[src/rtl/fp_root_seq.sv]
`default_nettype none
// ============================================================================
//  Module      : fp_root_seq
//  Description : Sequential IEEE-754-style square root. Restoring digit
//                recurrence producing BITS_PER_CYCLE root bits per clock,
//                round-to-nearest-even, full special-case handling, behind a
//                start/busy/ready handshake.
//  Revision    : 1.0 - initial release
// ============================================================================
module fp_root_seq #(
    parameter  int EXP_W          = 8,
    parameter  int MAN_W          = 23,
    parameter  int BITS_PER_CYCLE = 1,
    localparam int c_R            = MAN_W + 2,
    localparam int c_CYCLES       = (c_R + BITS_PER_CYCLE - 1) / BITS_PER_CYCLE,
    localparam int c_CNT_W        = $clog2(c_CYCLES + 1)
) (
    input  logic                   clock,
    input  logic                   reset,
    input  logic                   start,
    input  logic [EXP_W+MAN_W:0]   d,
    output logic [EXP_W+MAN_W:0]   q,
    output logic                   busy,
    output logic                   ready,
    output logic                   invalid,
    output logic [c_CNT_W-1:0]     count
);

    localparam int c_W    = 1 + EXP_W + MAN_W;
    localparam int c_BIAS = (1 << (EXP_W - 1)) - 1;

    localparam logic [1:0] c_IDLE  = 2'd0;
    localparam logic [1:0] c_CALC  = 2'd1;
    localparam logic [1:0] c_ROUND = 2'd2;
    localparam logic [1:0] c_DONE  = 2'd3;

    localparam logic [c_W-1:0] c_QNAN = {1'b0, {EXP_W{1'b1}}, 1'b1, {(MAN_W-1){1'b0}}};

    // registered state
    logic [1:0]           r_state;
    logic [1:0]           w_state_next;
    logic [c_W-1:0]       r_q;
    logic                 r_invalid;
    logic [c_CNT_W-1:0]   r_count;
    logic [2*c_R-1:0]     r_rad;
    logic [c_R+1:0]       r_rem;
    logic [c_R-1:0]       r_root;
    logic [EXP_W-1:0]     r_exp;

    // operand decode
    logic                 w_sign;
    logic [EXP_W-1:0]     w_e;
    logic [MAN_W-1:0]     w_f;
    logic                 w_special;
    logic [c_W-1:0]       w_special_q;
    logic                 w_special_inv;
    logic [EXP_W:0]       w_exp_sum;
    logic [2*c_R-1:0]     w_rad_init;
    logic                 w_accept;
    logic                 w_last_step;

    // recurrence / rounding
    logic [c_R+1:0]       w_rem_next;
    logic [c_R-1:0]       w_root_next;
    logic [2*c_R-1:0]     w_rad_next;
    logic [c_R+3:0]       w_shift;
    logic [c_R+3:0]       w_trial;
    logic                 w_inc;
    logic [MAN_W+1:0]     w_mant;
    logic [c_W-1:0]       w_round_q;

    assign w_sign = d[c_W-1];
    assign w_e    = d[c_W-2:MAN_W];
    assign w_f    = d[MAN_W-1:0];

    assign w_accept    = start && ((r_state == c_IDLE) || (r_state == c_DONE));
    assign w_last_step = (r_count == c_CNT_W'(c_CYCLES));

    // Operand classification: specials resolve immediately, normals go to CALC.
    always_comb begin
        w_special     = 1'b1;
        w_special_q   = c_QNAN;
        w_special_inv = 1'b0;
        if ((w_e == {EXP_W{1'b1}}) && (w_f != '0)) begin
            w_special_inv = ~w_f[MAN_W-1];
        end else if ((w_e == '0) && (w_f == '0)) begin
            w_special_q = d;
        end else if (w_e == '0) begin
            w_special_q = {w_sign, {(c_W-1){1'b0}}};
        end else if (w_sign) begin
            w_special_inv = 1'b1;
        end else if (w_e == {EXP_W{1'b1}}) begin
            w_special_q = d;
        end else begin
            w_special = 1'b0;
        end
    end

    // floor((e-BIAS)/2)+BIAS == floor((e+BIAS)/2); the LSB of e+BIAS gives the parity of e-BIAS.
    assign w_exp_sum  = {1'b0, w_e} + (EXP_W+1)'(c_BIAS);
    assign w_rad_init = w_exp_sum[0] ? {1'b1, w_f, {(MAN_W+3){1'b0}}}
                                     : {1'b0, 1'b1, w_f, {(MAN_W+2){1'b0}}};

    // State register.
    always_ff @(posedge clock or posedge reset) begin
        if (reset) begin
            r_state <= c_IDLE;
        end else begin
            r_state <= w_state_next;
        end
    end

    // Next-state logic and handshake outputs.
    always_comb begin
        w_state_next = r_state;
        busy         = 1'b0;
        ready        = 1'b0;
        case (r_state)
            c_IDLE: begin
                if (w_accept) w_state_next = w_special ? c_DONE : c_CALC;
            end
            c_CALC: begin
                busy = 1'b1;
                if (w_last_step) w_state_next = c_ROUND;
            end
            c_ROUND: begin
                busy         = 1'b1;
                w_state_next = c_DONE;
            end
            default: begin
                ready        = 1'b1;
                w_state_next = w_accept ? (w_special ? c_DONE : c_CALC) : c_IDLE;
            end
        endcase
    end

    // BITS_PER_CYCLE restoring steps; the final step only resolves the bits still left.
    always_comb begin
        w_rem_next  = r_rem;
        w_root_next = r_root;
        w_rad_next  = r_rad;
        w_shift     = '0;
        w_trial     = '0;
        for (int j = 0; j < BITS_PER_CYCLE; j++) begin
            if ((int'(r_count) - 1) * BITS_PER_CYCLE + j < c_R) begin
                w_shift = {w_rem_next, w_rad_next[2*c_R-1 -: 2]};
                w_trial = {2'b00, w_root_next, 2'b01};
                if (w_shift >= w_trial) begin
                    w_shift     = w_shift - w_trial;
                    w_root_next = {w_root_next[c_R-2:0], 1'b1};
                end else begin
                    w_root_next = {w_root_next[c_R-2:0], 1'b0};
                end
                w_rem_next = w_shift[c_R+1:0];
                w_rad_next = {w_rad_next[2*c_R-3:0], 2'b00};
            end
        end
    end

    // Round to nearest even on the guard bit; a mantissa carry renormalises.
    always_comb begin
        w_inc  = r_root[0] & ((r_rem != '0) | r_root[1]);
        w_mant = {1'b0, r_root[c_R-1:1]} + (MAN_W+2)'(w_inc);
        if (w_mant[MAN_W+1]) begin
            w_round_q = {1'b0, r_exp + EXP_W'(1), w_mant[MAN_W:1]};
        end else begin
            w_round_q = {1'b0, r_exp, w_mant[MAN_W-1:0]};
        end
    end

    // Datapath registers: operand capture, recurrence state, result.
    always_ff @(posedge clock or posedge reset) begin
        if (reset) begin
            r_q       <= '0;
            r_invalid <= 1'b0;
            r_count   <= '0;
            r_rad     <= '0;
            r_rem     <= '0;
            r_root    <= '0;
            r_exp     <= '0;
        end else if (w_accept) begin
            r_rad  <= w_rad_init;
            r_rem  <= '0;
            r_root <= '0;
            r_exp  <= w_exp_sum[EXP_W:1];
            if (w_special) begin
                r_q       <= w_special_q;
                r_invalid <= w_special_inv;
                r_count   <= '0;
            end else begin
                r_count   <= c_CNT_W'(1);
            end
        end else if (r_state == c_CALC) begin
            r_rad   <= w_rad_next;
            r_rem   <= w_rem_next;
            r_root  <= w_root_next;
            r_count <= w_last_step ? '0 : r_count + c_CNT_W'(1);
        end else if (r_state == c_ROUND) begin
            r_q       <= w_round_q;
            r_invalid <= 1'b0;
        end
    end

    assign q       = r_q;
    assign invalid = r_invalid;
    assign count   = r_count;

endmodule
`default_nettype wire

[config.mk]
export PLATFORM = sky130hd
export DESIGN_NAME = fp_root_seq
export DESIGN_NICKNAME = d
export VERILOG_FILES = /design/src/rtl/fp_root_seq.sv
export SDC_FILE = /design/constraint.sdc
export NUM_CORES = 1
export LEC_CHECK = 0
export ABC_AREA = 0
export BUFFER_PORTS_ARGS = -buffer_cell sky130_fd_sc_hd__buf_2
export CAP_MARGIN = 15
export CORE_MARGIN = 4
export CORE_UTILIZATION = 55
export DETAILED_ROUTE_END_ITERATION = 8
export PLACE_DENSITY = 0.75
export SYNTH_ARGS = -nofsm -noshare
export SYNTH_HDL_FRONTEND = slang
export SYNTH_SLANG_ARGS = --single-unit
[constraint.sdc]
create_clock -name clock -period 12.6 [get_ports clock]
set_clock_uncertainty 0.2 [all_clocks]
set_input_delay 2.52 -clock clock [delete_from_list [all_inputs] [get_ports clock]]
set_output_delay 2.52 -clock clock [all_outputs]
set_load 0.02 [all_outputs]
; Word level (Yosys, flattened, before mapping)
; Index checks and enable logic that the tools add are counted.
[totals]
reg_bits = 150
in_bits = 35
out_inout_bits = 40
wordCells = 91
[op_classes]
add_sub_neg = 6
order_cmp = 2
eq_ne = 9
muxes = 46
bitwise = 3
n_reduce_logical = 17
[op_table]
columns = cell, count
row1 = two-way mux 32 bit, 7
row2 = two-way mux 50 bit, 4
row3 = two-way mux 27 bit, 4
row4 = two-way mux 31 bit, 3
row5 = two-way mux 25 bit, 3
row6 = greater-or-equal comparator 29 x 27 -> 1 bit, 1
row7 = nonzero test 27 bit, 1
row8 = subtractor 27 bit, 1
row9 = adder 24 x 1 -> 25 bit, 1
row10 = zero test 23 bit, 1
row11 = nonzero test 23 bit, 1
row12 = two-way mux 1 bit, 17
row13 = two-way mux 5 bit, 3
row14 = "adder 8 x 7 -> 9 bit, second input constant", 1
row15 = "adder 8 x 1 -> 8 bit, second input constant", 1
row16 = "equality test 8 bit, second input constant", 1
row17 = zero test 8 bit, 1
row18 = two-way mux 2 bit, 4
row19 = "!= test 2 bit, second input constant", 4
row20 = "< comparator 6 bit, second input constant", 1
row21 = case mux 2 bit (3 select lines), 1
row22 = nonzero test 2 bit, 3
row23 = "subtractor 5 x 1 -> 6 bit, second input constant", 1
row24 = "adder 5 x 1 -> 5 bit, second input constant", 1
row25 = 13 further kinds, 17

; Logic depth before layout (Yosys ltp)
; Gate-level depths: netlist (run 1).
[logic_depth]
ltp_word = 9
depth_mapped = 13
mapped_depth_nobuf = 10

; Worst setup path before layout (run 1)
; Ideal clock, no wire load.
[synth_path]
path_type = input port to flip-flop
start = in d[23]
end = reg r_invalid (netlist: invalid)
arrival_ps = 4520
required_ps = 12278
path_slack_ps = 7759
cell_stages = 11
path_cell_list = clkbuf_1 -> clkbuf_1 -> inv_1 -> ha_1 -> or3b_2 -> clkbuf_1 -> and2_1 -> nor2_1 -> o21ai_2 -> clkbuf_1 -> a32o_1
[synth_via]
elab_chain_cells = 8
word_cells_on_any_way = 16
[synth_lines]
columns = item, line_no
row1 = "start, declared", 21  ; input logic [EXP_W+MAN_W:0] d,
row2 = equality test 8 bit, "84, 92"
row3 = two-way mux 1 bit, 92  ; end else if (w_e == {EXP_W{1'b1}}) begin
row4 = two-way mux 1 bit, 90  ; end else if (w_sign) begin
row5 = two-way mux 1 bit, 88  ; end else if (w_e == '0) begin
row6 = two-way mux 1 bit, 86  ; end else if ((w_e == '0) && (w_f == '0)) begin
row7 = two-way mux 1 bit, 84  ; if ((w_e == {EXP_W{1'b1}}) && (w_f != '0)) begin
row8 = != test 2 bit (no source line), n/a
row9 = AND reduction 3 bit (no source line), n/a
row10 = "end signal, assigned", 188  ; r_invalid <= w_special_inv;
row11 = "end, declared", 43  ; logic r_invalid;
; Parallel ways exist; a longest one is shown, timed or not. The select of a mux whose other input is x is not followed.
; A chain may end at the register's enable or synchronous reset.

; Final worst setup path (run 1)
[layout_path]
start = in d[23]
end = reg r_q[30] (netlist: q[30])
[layout_via]
elab_chain_cells = 8
word_cells_on_any_way = 18
[layout_lines]
columns = item, line_no
row1 = equality test 8 bit, "84, 92"
row2 = two-way mux 1 bit or two-way mux 31 bit (tied branches), 92
row3 = two-way mux 1 bit or two-way mux 31 bit (tied branches), 90
row4 = two-way mux 1 bit or two-way mux 32 bit (tied branches), 88
row5 = two-way mux 1 bit or two-way mux 32 bit (tied branches), 86
row6 = two-way mux 1 bit or two-way mux 32 bit (tied branches), 84
row7 = != test 2 bit (no source line) or two-way mux 32 bit (tied branches), n/a
row8 = AND reduction 3 bit (no source line) or two-way mux 32 bit (tied branches), n/a
row9 = "end signal, assigned", 187  ; r_q <= w_special_q;
row10 = "end signal, assigned", 199  ; r_q <= w_round_q;
row11 = "end, declared", 42  ; logic [c_W-1:0] r_q;
; Parallel ways exist; a longest one is shown, timed or not. The select of a mux whose other input is x is not followed.

==> results.json, run 1 <==
{
  "status": "finished clean",
  "fillers": 1242,
  "ys.flop_type": "dfrtp_1",
  "rows": 44,
  "period_needed_ns": 4.98,
  "io_pins": 75,
  "r2r-end": "q[30]",
  "max_stage_delay_ns": 0.73,
  "pwr-share-clk_pct": 20.5,
  "cts.path.max_buffers": 2,
  "final_util_pct": 63.6,
  "cpMostUsedCell": "nor2_1",
  "final_hold_viol_count": 0,
  "grt_first_pass_wirelength_um": 34300,
  "grt_usage_pct": 25.3,
  "yosys.area.top_type": "dfrtp_1",
  "async_flop_share_pct": 100,
  "dieWidth_um": 130,
  "synth_cell_types": 65,
  "drive_gt1_share_pct": 12.6,
  "dr.pass1.iters": 5,
  "globalplace.congestion": 0.933,
  "synth_area_um2": 8200,
  "comb_power_share_pct": 53.8,
  "dp_hpwl_um": 14100,
  "total_power_mw": 2.65,
  "final_cell_mix": "212 x nand2_1, 125 x dfrtp_1, 74 x buf_2",
  "ys_ff_latch": 125,
  "power_frac_seq_pct": 25.7,
  "overflow": 0,
  "final_nets": 1129,
  "ctsHoldBuffers": 0,
  "synth_edf_count": 0,
  "cts_htree_levels": 4,
  "wl_per_cell_um": 16.6,
  "path_cells": "buf_2 > ha_1 > nand3_1 > nor2_1 > nor3_1 > and2_1 > nor2_1 > nand2_1 > o21ai_0 > a21oi_1",
  "core-area_um2": 14600,
  "leakage_nw": 3.94,
  "initial_core_util_pct": 56.2,
  "crit_buf_inv": 1,
  "rsz0062_at_grt": "false",
  "layout_commonest_cell": "nand2_1",
  "insertion_delay_ns": 0.42,
  "drt_iter0_drc": 818,
  "final_max_slew_viol_count": 0,
  "num_vias": 7481,
  "ys_warn_count": 0,
  "n_antenna_cell": 0,
  "regArea_um2": 3130,
  "slew_headroom_pct": 35.1,
  "area_growth_pct": 13.1,
  "multi_input_area_um2": 4690,
  "numCtsBuffers": 17,
  "min_period_over_period_pct": 39.5,
  "reg2reg_slack_ns": 9.08,
  "post_cts_buffers": 0,
  "worst-path-max-fanout": 52,
  "max_clock_freq_mhz": 201,
  "first_global_vias": 6709,
  "cts.sinks": 125,
  "p_sw_share_pct": 45.3,
  "syn_inst": 1012,
  "cts_tree": "built",
  "ys_seq_area_share_pct": 38.1,
  "arrival_ns": 5.08,
  "dieArea_um2": 16900,
  "synth_nets": 1087,
  "fp.dieH_um": 130,
  "place_inst": 1219,
  "whs_path_depth": 2,
  "route.detailed.drc": 0,
  "clkTransAtPathRegs_ns": 0.06,
  "rr_worst_depth": 10,
  "p_sw_mw": 1.20,
  "cp_slowest_cell": "nor2_1",
  "peakVddDrop_mv": 0.148,
  "routed_via_density": 5.98,
  "p_per_area_nw_per_um2": 285,
  "setup_tns_ns": 0,
  "holdPathEnd": "q[1]",
  "critical_path_class": "in -> reg",
  "antenna_found_initial": 0,
  "worstMarginPinSlew_ns": 0.973,
  "cts-root-buf": "clkbuf_16",
  "netlist.area_leader.share_pct": 38.1,
  "synth_area_leaders": "dfrtp_1 38%, nand2_1 9.7%, ha_1 6.1%",
  "avgSynthCellArea_um2": 8.10,
  "power.internal_mw": 1.45,
  "r2r-start": "r_state[1]",
  "required_ns": 12.69,
  "crit_path_end_kind": "register",
  "setup_viol": 0,
  "instances_no_fill": 1251,
  "portBuffers": 74,
  "holdWs_ns": 0.264,
  "hold_path.class": "reg -> reg",
  "crit_family": "simple AND/OR/NAND/NOR gates",
  "grt_start_max_net_pins": 101,
  "wl_um": 20800,
  "start_kind": "input port",
  "max_cap_viol_count": 0,
  "cts_resized": 0,
  "holdCritStartpoint": "q[1]",
  "antenna_left": 0
}
[power groups by stage]
stage	logic, mW	registers [mW]	clock network, mW
finish	1.42	0.680	0.542
global route	1.60	0.697	0.568
CTS	1.42	0.678	0.548
detailed placement	1.41	0.682	0
global placement	1.39	0.682	0
floorplan	1.09	0.690	0
[cells by family after synthesis]
family	synth area share (%)
AOI/OAI and AO/OA	20.7
xor gates and xnor gates	5.66
adders and majority gates	6.10
buffers and inverters	4.94
DFF	38.1
muxes	0.900
and+or+nand+nor	23.5
[registers in the layout (all words and copies together), names as in the netlist]
signal	flops
r_rem	27
r_root	25
count	5
r_state	2
r_rad	25
q	32
invalid	1
r_exp	8
[tightest hold or removal path: cells and delay by family, from the launching register on]
kind / cells / cell delay (ns)
DFF: 1 / 0.34
and+or+nand+nor: 2 / 0.10
[stage by stage]
stage / worst slack (ns) / cell area, µm²
after global placement: 7.27 / 8620
final: 7.62 / 9280
after global routing: 7.30 / 9280
after floorplan: 6.55 / 8200
after CTS: 7.67 / 9280
after detailed placement: 7.25 / 8620
[metal layers]
| metal | GRT usage, % | vias to the layer above | share of wire, % |
|---|---|---|---|
| li1 | - | 3672 | - |
| met1 | 37.7 | 3563 | 48 |
| met2 | 37.7 | 226 | 45 |
| met3 | 4.67 | 20 | 5.7 |
| met4 | 6.97 | 0 | 1.4 |
| met5 | 0 | - | 0 |
[layout make-up]
type                       instances  share of cell area, %
timing repair buffer              81                   4.56
inverter                          40                   1.65
multi-input combinational        789                   50.5
clock inverter                    14                   2.32
clock buffer                      18                   4.73
sequential                       125                   33.7
tap                              184                   2.48
[cell usage after synthesis (5+ instances only)]
master	number
nor2b_1	23
nor4_1	17
ha_1	40
clkbuf_1	47
o31ai_1	16
buf_2	6
xnor2_1	42
and2_1	5
a21o_1	5
xor2_1	11
a31oi_1	41
nor2_1	56
o21a_1	7
nand2_1	212
or3_1	6
dfrtp_1	125
nor3_1	30
o211ai_1	8
a211oi_1	24
nand3_1	24
a21oi_1	68
nand4_1	11
and3_1	14
o21ai_0	63
inv_1	40
[how the worst max path moves through the flow]
stage | start | endpoint | slack (ns) | cells after the start
floorplan | reset | count[0] | 6.55 | 1
global placement | d[23] | q[26] | 7.27 | 10
detailed placement | d[23] | q[25] | 7.25 | 10
CTS | d[23] | q[26] | 7.67 | 10
global route | d[23] | q[17] | 7.30 | 9
finish | d[23] | q[30] | 7.62 | 10
Power figures use the tool's default switching activity.
==> run 2: changes to the inputs <==
PLACE_DENSITY = 0.78   (was 0.75)
clock period = 4.3 ns   (was 12.6 ns; I/O delays follow)
==> run 2 against run 1 <==
  * Combinational power rose to 3.0 times the previous value
  * Clock power rose to 2.7 times the previous value
  * Die area did not move
  * Sequential power rose to 2.9 times the previous value
  * Global-route usage rose by 0.88 points
  * Register-to-register slack got worse by 8.2 ns
  * Via count rose by 2.2%
  * Final area barely moved
  * Utilization barely moved
  * Worst hold slack improved by 0.011 ns
  * First-iteration DRC count fell by 6.1%
  * Critical path depth did not move
  * Largest cell class unchanged
  * Largest power group unchanged
==> results.json, run 2 (synthesis gave the netlist of run 1 again) <==
{
  "status": "finished clean",
  "first_global_vias": 7003,
  "crit_family": "compound AO/OA/AOI/OAI gates",
  "grt_usage_pct": 26.1,
  "dieArea_um2": 16900,
  "drt_iter0_drc": 768,
  "startpoint": "r_root[20]",
  "path_cells": "inv_1 > ha_1 > a21o_1 > a21oi_1 > o21bai_1 > a221o_1 > a2111oi_4 > o21a_4 > nand2_1 > a311oi_1",
  "rr_worst_depth": 10,
  "min_period_over_period_pct": 79.5,
  "r2r-start": "r_root[20]",
  "post_cts_buffers": 0,
  "cts-root-buf": "clkbuf_16",
  "io_pins": 75,
  "design_area_um2": 9280,
  "slew_headroom_pct": 37.3,
  "r2r-end": "r_rem[19]",
  "cp_slowest_cell": "dfrtp_1",
  "whs_path_depth": 2,
  "final_max_slew_viol_count": 0,
  "power_frac_seq_pct": 25.9,
  "n_antenna_cell": 0,
  "arrival_ns": 3.53,
  "worstMarginPinSlew_ns": 0.940,
  "wl_um": 21500,
  "max_cap_viol_count": 0,
  "num_vias": 7645,
  "dp_hpwl_um": 14600,
  "cts_resized": 0,
  "final_cell_mix": "212 x nand2_1, 125 x dfrtp_1, 74 x buf_2",
  "setup_tns_ns": 0,
  "p_sw_mw": 3.56,
  "power.internal_mw": 4.17,
  "routed_via_density": 6.09,
  "dr.pass1.iters": 5,
  "reg2reg_slack_ns": 0.88,
  "holdPathEnd": "q[17]",
  "layout_commonest_cell": "nand2_1",
  "initial_core_util_pct": 56.2,
  "area_growth_pct": 13.2,
  "grt_first_pass_wirelength_um": 35700,
  "rows": 44,
  "cts_tree": "built",
  "critical_path_class": "reg -> reg",
  "rsz0062_at_grt": "false",
  "globalplace.congestion": 0.981,
  "max_clock_freq_mhz": 293,
  "final_hold_viol_count": 0,
  "pwr-share-clk_pct": 18.6,
  "crit_buf_inv": 1,
  "route.detailed.drc": 0,
  "p_sw_share_pct": 46.0,
  "comb_power_share_pct": 55.5,
  "fp.dieH_um": 130,
  "peakVddDrop_mv": 0.377,
  "cts.path.max_buffers": 2,
  "dieWidth_um": 130,
  "core-area_um2": 14600,
  "worst-path-max-fanout": 31,
  "crit_path_end_kind": "register",
  "drive_gt1_share_pct": 12.7,
  "largest_reg_flops": 32,
  "max_stage_delay_ns": 0.43,
  "holdCritStartpoint": "q[17]",
  "final_nets": 1135,
  "setup_viol": 0,
  "required_ns": 4.42,
  "grt_start_max_net_pins": 100,
  "start_kind": "register",
  "overflow": 0,
  "wl_per_cell_um": 17.1,
  "ctsHoldBuffers": 0,
  "cts_htree_levels": 4,
  "clkTransAtPathRegs_ns": 0.05,
  "cts.sinks": 125,
  "antenna_left": 0,
  "p_per_area_nw_per_um2": 832,
  "hold_path.class": "reg -> reg",
  "fillers": 1245,
  "numCtsBuffers": 17,
  "placed_area_um2": 8690,
  "portBuffers": 74,
  "leakage_nw": 3.95,
  "antenna_found_initial": 0,
  "insertion_delay_ns": 0.42,
  "period_needed_ns": 3.42
}
-- run 2: cell types whose count changed in the layout (fill, tap and decap cells not counted) --
| cell | delta |
|---|---|
| inv_6 | -1 |
| bufinv_16 | -3 |
| buf_4 | +4 |
| clkbuf_1 | +3 |
| clkinvlp_4 | -3 |
| inv_4 | -1 |
| clkinv_2 | +1 |
| clkinv_4 | -1 |
| clkbuf_8 | +4 |
| buf_12 | +2 |
-- run 2: tightest hold or removal path: stages, from the launching register on --
cell	delay, ns
dfrtp_1	0.34
nand2_1	0.04
o21ai_0	0.06
-- run 2: cell type report --
class,count,area [µm²],share of cell area [%]
repair buffers,87,493,5.31
inverters,40,154,1.66
well taps,184,230,2.48
flip-flops and latches,125,3130,33.7
clock buffers,25,505,5.45
clock inverters,6,82.6,0.890
multi-input cells,789,4690,50.5
-- run 2: how the worst max path moves through the flow --
stage                            to  cells after the start
after floorplan             invalid                     11
after global placement    r_rem[19]                     10
after detailed placement       q[4]                      9
after CTS                 r_rem[19]                     10
after global routing      r_rem[18]                     11
final                     r_rem[19]                     10
-- run 2: metrics by stage --
step                      std cells  total power, mW  hold slack, ns  worst slack [ns]  util (%)
final                          1256             7.72           0.274             0.884      63.6
after global placement         1225             6.12           0.250              1.00      59.6
after floorplan                1012             5.21           0.269              1.12         -
after detailed placement       1225             6.18           0.268             0.920      59.6
after CTS                      1256             7.68           0.280             0.933      63.6
after global routing           1256             8.32           0.294             0.692      63.6
-- run 2: layer usage --
| metal | vias up | global-route usage, % | share of wire (%) |
|---|---|---|---|
| met4 | 0 | 8.37 | 2.0 |
| li1 | 3685 | - | - |
| met5 | - | 0 | 0 |
| met1 | 3623 | 37.5 | 45 |
| met3 | 42 | 4.38 | 6.6 |
| met2 | 295 | 40.5 | 46 |
-- run 2: power by group through the flow --
stage	Combinational (mW)	Sequential [mW]	Clock (mW)
finish	4.28	2.00	1.44
global route	4.76	2.05	1.51
CTS	4.24	1.99	1.45
detailed placement	4.18	2.00	0
global placement	4.13	2.00	0
floorplan	3.19	2.02	0
==> run 3: changes to the inputs <==
PLACE_DENSITY = 0.75   (was 0.78)
clock period = 3.35 ns   (was 4.3 ns; I/O delays follow)
==> run 3 against run 2 <==
  * Wire length fell by 0.73%
  * Sequential cell count is the same
  * Sequential power grew 27%
  * Setup slack got worse by 0.72 ns
  * Worst hold slack worse by 0.26 ns
  * Clock power grew 28%
  * Final area up 2.1%
  * Global-route usage decreased by 0.50 points
  * Via count grew 0.10%
  * Die area did not move
  * Utilization increased by 1.4 points
  * Sequential share of layout area down 0.70 points
  * Largest power group unchanged
==> results.json, run 3 (synthesis gave the netlist of run 1 again) <==
{
  "layout_commonest_cell": "nand2_1",
  "overflow": 0,
  "comb_power_share_pct": 56.7,
  "num_vias": 7653,
  "cts-root-buf": "clkbuf_16",
  "area_growth_pct": 15.6,
  "min_period_over_period_pct": 95.2,
  "antenna_left": 0,
  "grt_first_pass_wirelength_um": 34600,
  "power_frac_seq_pct": 25.1,
  "worstMarginPinSlew_ns": 0.769,
  "route.detailed.drc": 0,
  "crit_path_end_kind": "register",
  "ctsHoldBuffers": 0,
  "grt_usage_pct": 25.6,
  "core-area_um2": 14600,
  "globalplace.congestion": 0.949,
  "first_global_vias": 6825,
  "required_ns": 3.49,
  "numCtsBuffers": 17,
  "rows": 44,
  "setup_viol": 0,
  "worst-path-max-fanout": 15,
  "grt_start_max_net_pins": 61,
  "max_clock_freq_mhz": 313,
  "fp.dieH_um": 130,
  "p_per_area_nw_per_um2": 1070,
  "period_needed_ns": 3.19,
  "cts_htree_levels": 4,
  "cts_resized": 0,
  "cts.sinks": 125,
  "arrival_ns": 3.33,
  "start_kind": "register",
  "critical_path_class": "reg -> reg",
  "peakVddDrop_mv": 0.471,
  "reg2reg_slack_ns": 0.16,
  "portBuffers": 74,
  "clkTransAtPathRegs_ns": 0.05,
  "n_antenna_cell": 0,
  "p_sw_mw": 4.62,
  "dieArea_um2": 16900,
  "final_max_slew_viol_count": 0,
  "leakage_nw": 4.07,
  "final_hold_viol_count": 0,
  "cts_tree": "built",
  "layout_setup_ws_ns": 0.159,
  "power.internal_mw": 5.51,
  "place_inst": 1245,
  "wl_um": 21400,
  "wl_per_cell_um": 16.7,
  "cts.path.max_buffers": 2,
  "slew_headroom_pct": 48.5,
  "insertion_delay_ns": 0.43,
  "max_cap_viol_count": 0,
  "p_sw_share_pct": 45.6,
  "dp_slack_ns": 0.104,
  "hold_path.class": "in -> async",
  "final_nets": 1156,
  "drive_gt1_share_pct": 14.6,
  "post_cts_buffers": 0,
  "antenna_found_initial": 0,
  "drt_iter0_drc": 773,
  "instances_no_fill": 1277,
  "initial_core_util_pct": 56.2,
  "rsz0062_at_grt": "false",
  "largest_reg_flops": 32,
  "status": "finished clean",
  "dieWidth_um": 130,
  "dp_hpwl_um": 15200,
  "io_pins": 75,
  "dr.pass1.iters": 5,
  "pwr-share-clk_pct": 18.2,
  "final_cell_mix": "212 x nand2_1, 125 x dfrtp_1, 74 x buf_2",
  "setup_tns_ns": 0,
  "routed_via_density": 5.99
}
==> run 3: cell count changes in the layout (fill, tap and decap cells not counted), sizes merged <==
cell      before  now
clkbuf        25   26
clkinv         3    2
o21a           8    9
clkinvlp       2    1
buf           87  107
inv           39   40
==> run 3: metal layers <==
metal  global-route usage, %  vias up  wire length [µm]
met5                       0        -                 0
met4                    7.70        0               397
met3                    5.77       41              1480
met2                    37.7      265              9490
met1                    37.8     3620              9980
li1                        -     3727                 -
==> run 3: worst paths after layout <==
| path | from | endpoint | cells after the start |
|---|---|---|---|
| setup / recovery | r_root[16] | r_rem[21] | 10 |
| hold / removal | reset | count[3] | 2 |
| setup reg to reg | r_root[16] | r_rem[21] | 10 |
| hold reg to reg | q[11] | q[11] | 2 |
| max in group asynchronous | reset | r_rem[26] | 3 |
| min in group clock | q[11] | q[11] | 2 |
==> run 3: stage by stage <==
| step | power [mW] | hold WS, ns | cell area (µm²) | utilization [%] |
|---|---|---|---|---|
| 2_1_floorplan | 6.69 | 0.269 | 8200 | - |
| 3_3_place_gp | 8.07 | 0.247 | 8870 | 60.8 |
| 3_5_place_dp | 8.13 | 0.261 | 8870 | 60.8 |
| 4_1_cts | 10.0 | 0.00714 | 9460 | 64.8 |
| 5_1_grt | 10.9 | 0.0191 | 9480 | 65.0 |
| 6_report | 10.1 | 0.00984 | 9480 | 65.0 |
==> run 3: layout make-up <==
class                   instances  area (µm²)
fillers                      1246        5110
clock inverters                 5        78.8
inverters                      40         154
repair buffers                107         668
flip-flops and latches        125        3130
well taps                     184         230
multi-input cells             790        4710
clock buffers                  26         509
==> run 3: power groups by stage <==
stage,combinational (mW),clock [mW],sequential (mW)
after floorplan,4.10,0,2.59
after global placement,5.53,0,2.54
after detailed placement,5.58,0,2.55
after CTS,5.64,1.86,2.53
after global routing,6.38,1.93,2.61
final,5.75,1.84,2.54
==> run 3: critical path, cell delays in order, from the launching register on <==
cell and delay, ns:
dfrtp_1 0.39, inv_1 0.11, ha_1 0.37, and3_1 0.23, and2_1 0.21, and2_4 0.15, a221o_1 0.33, a2111oi_4 0.38
o21a_2 0.44, nand2_1 0.12, a31oi_1 0.17
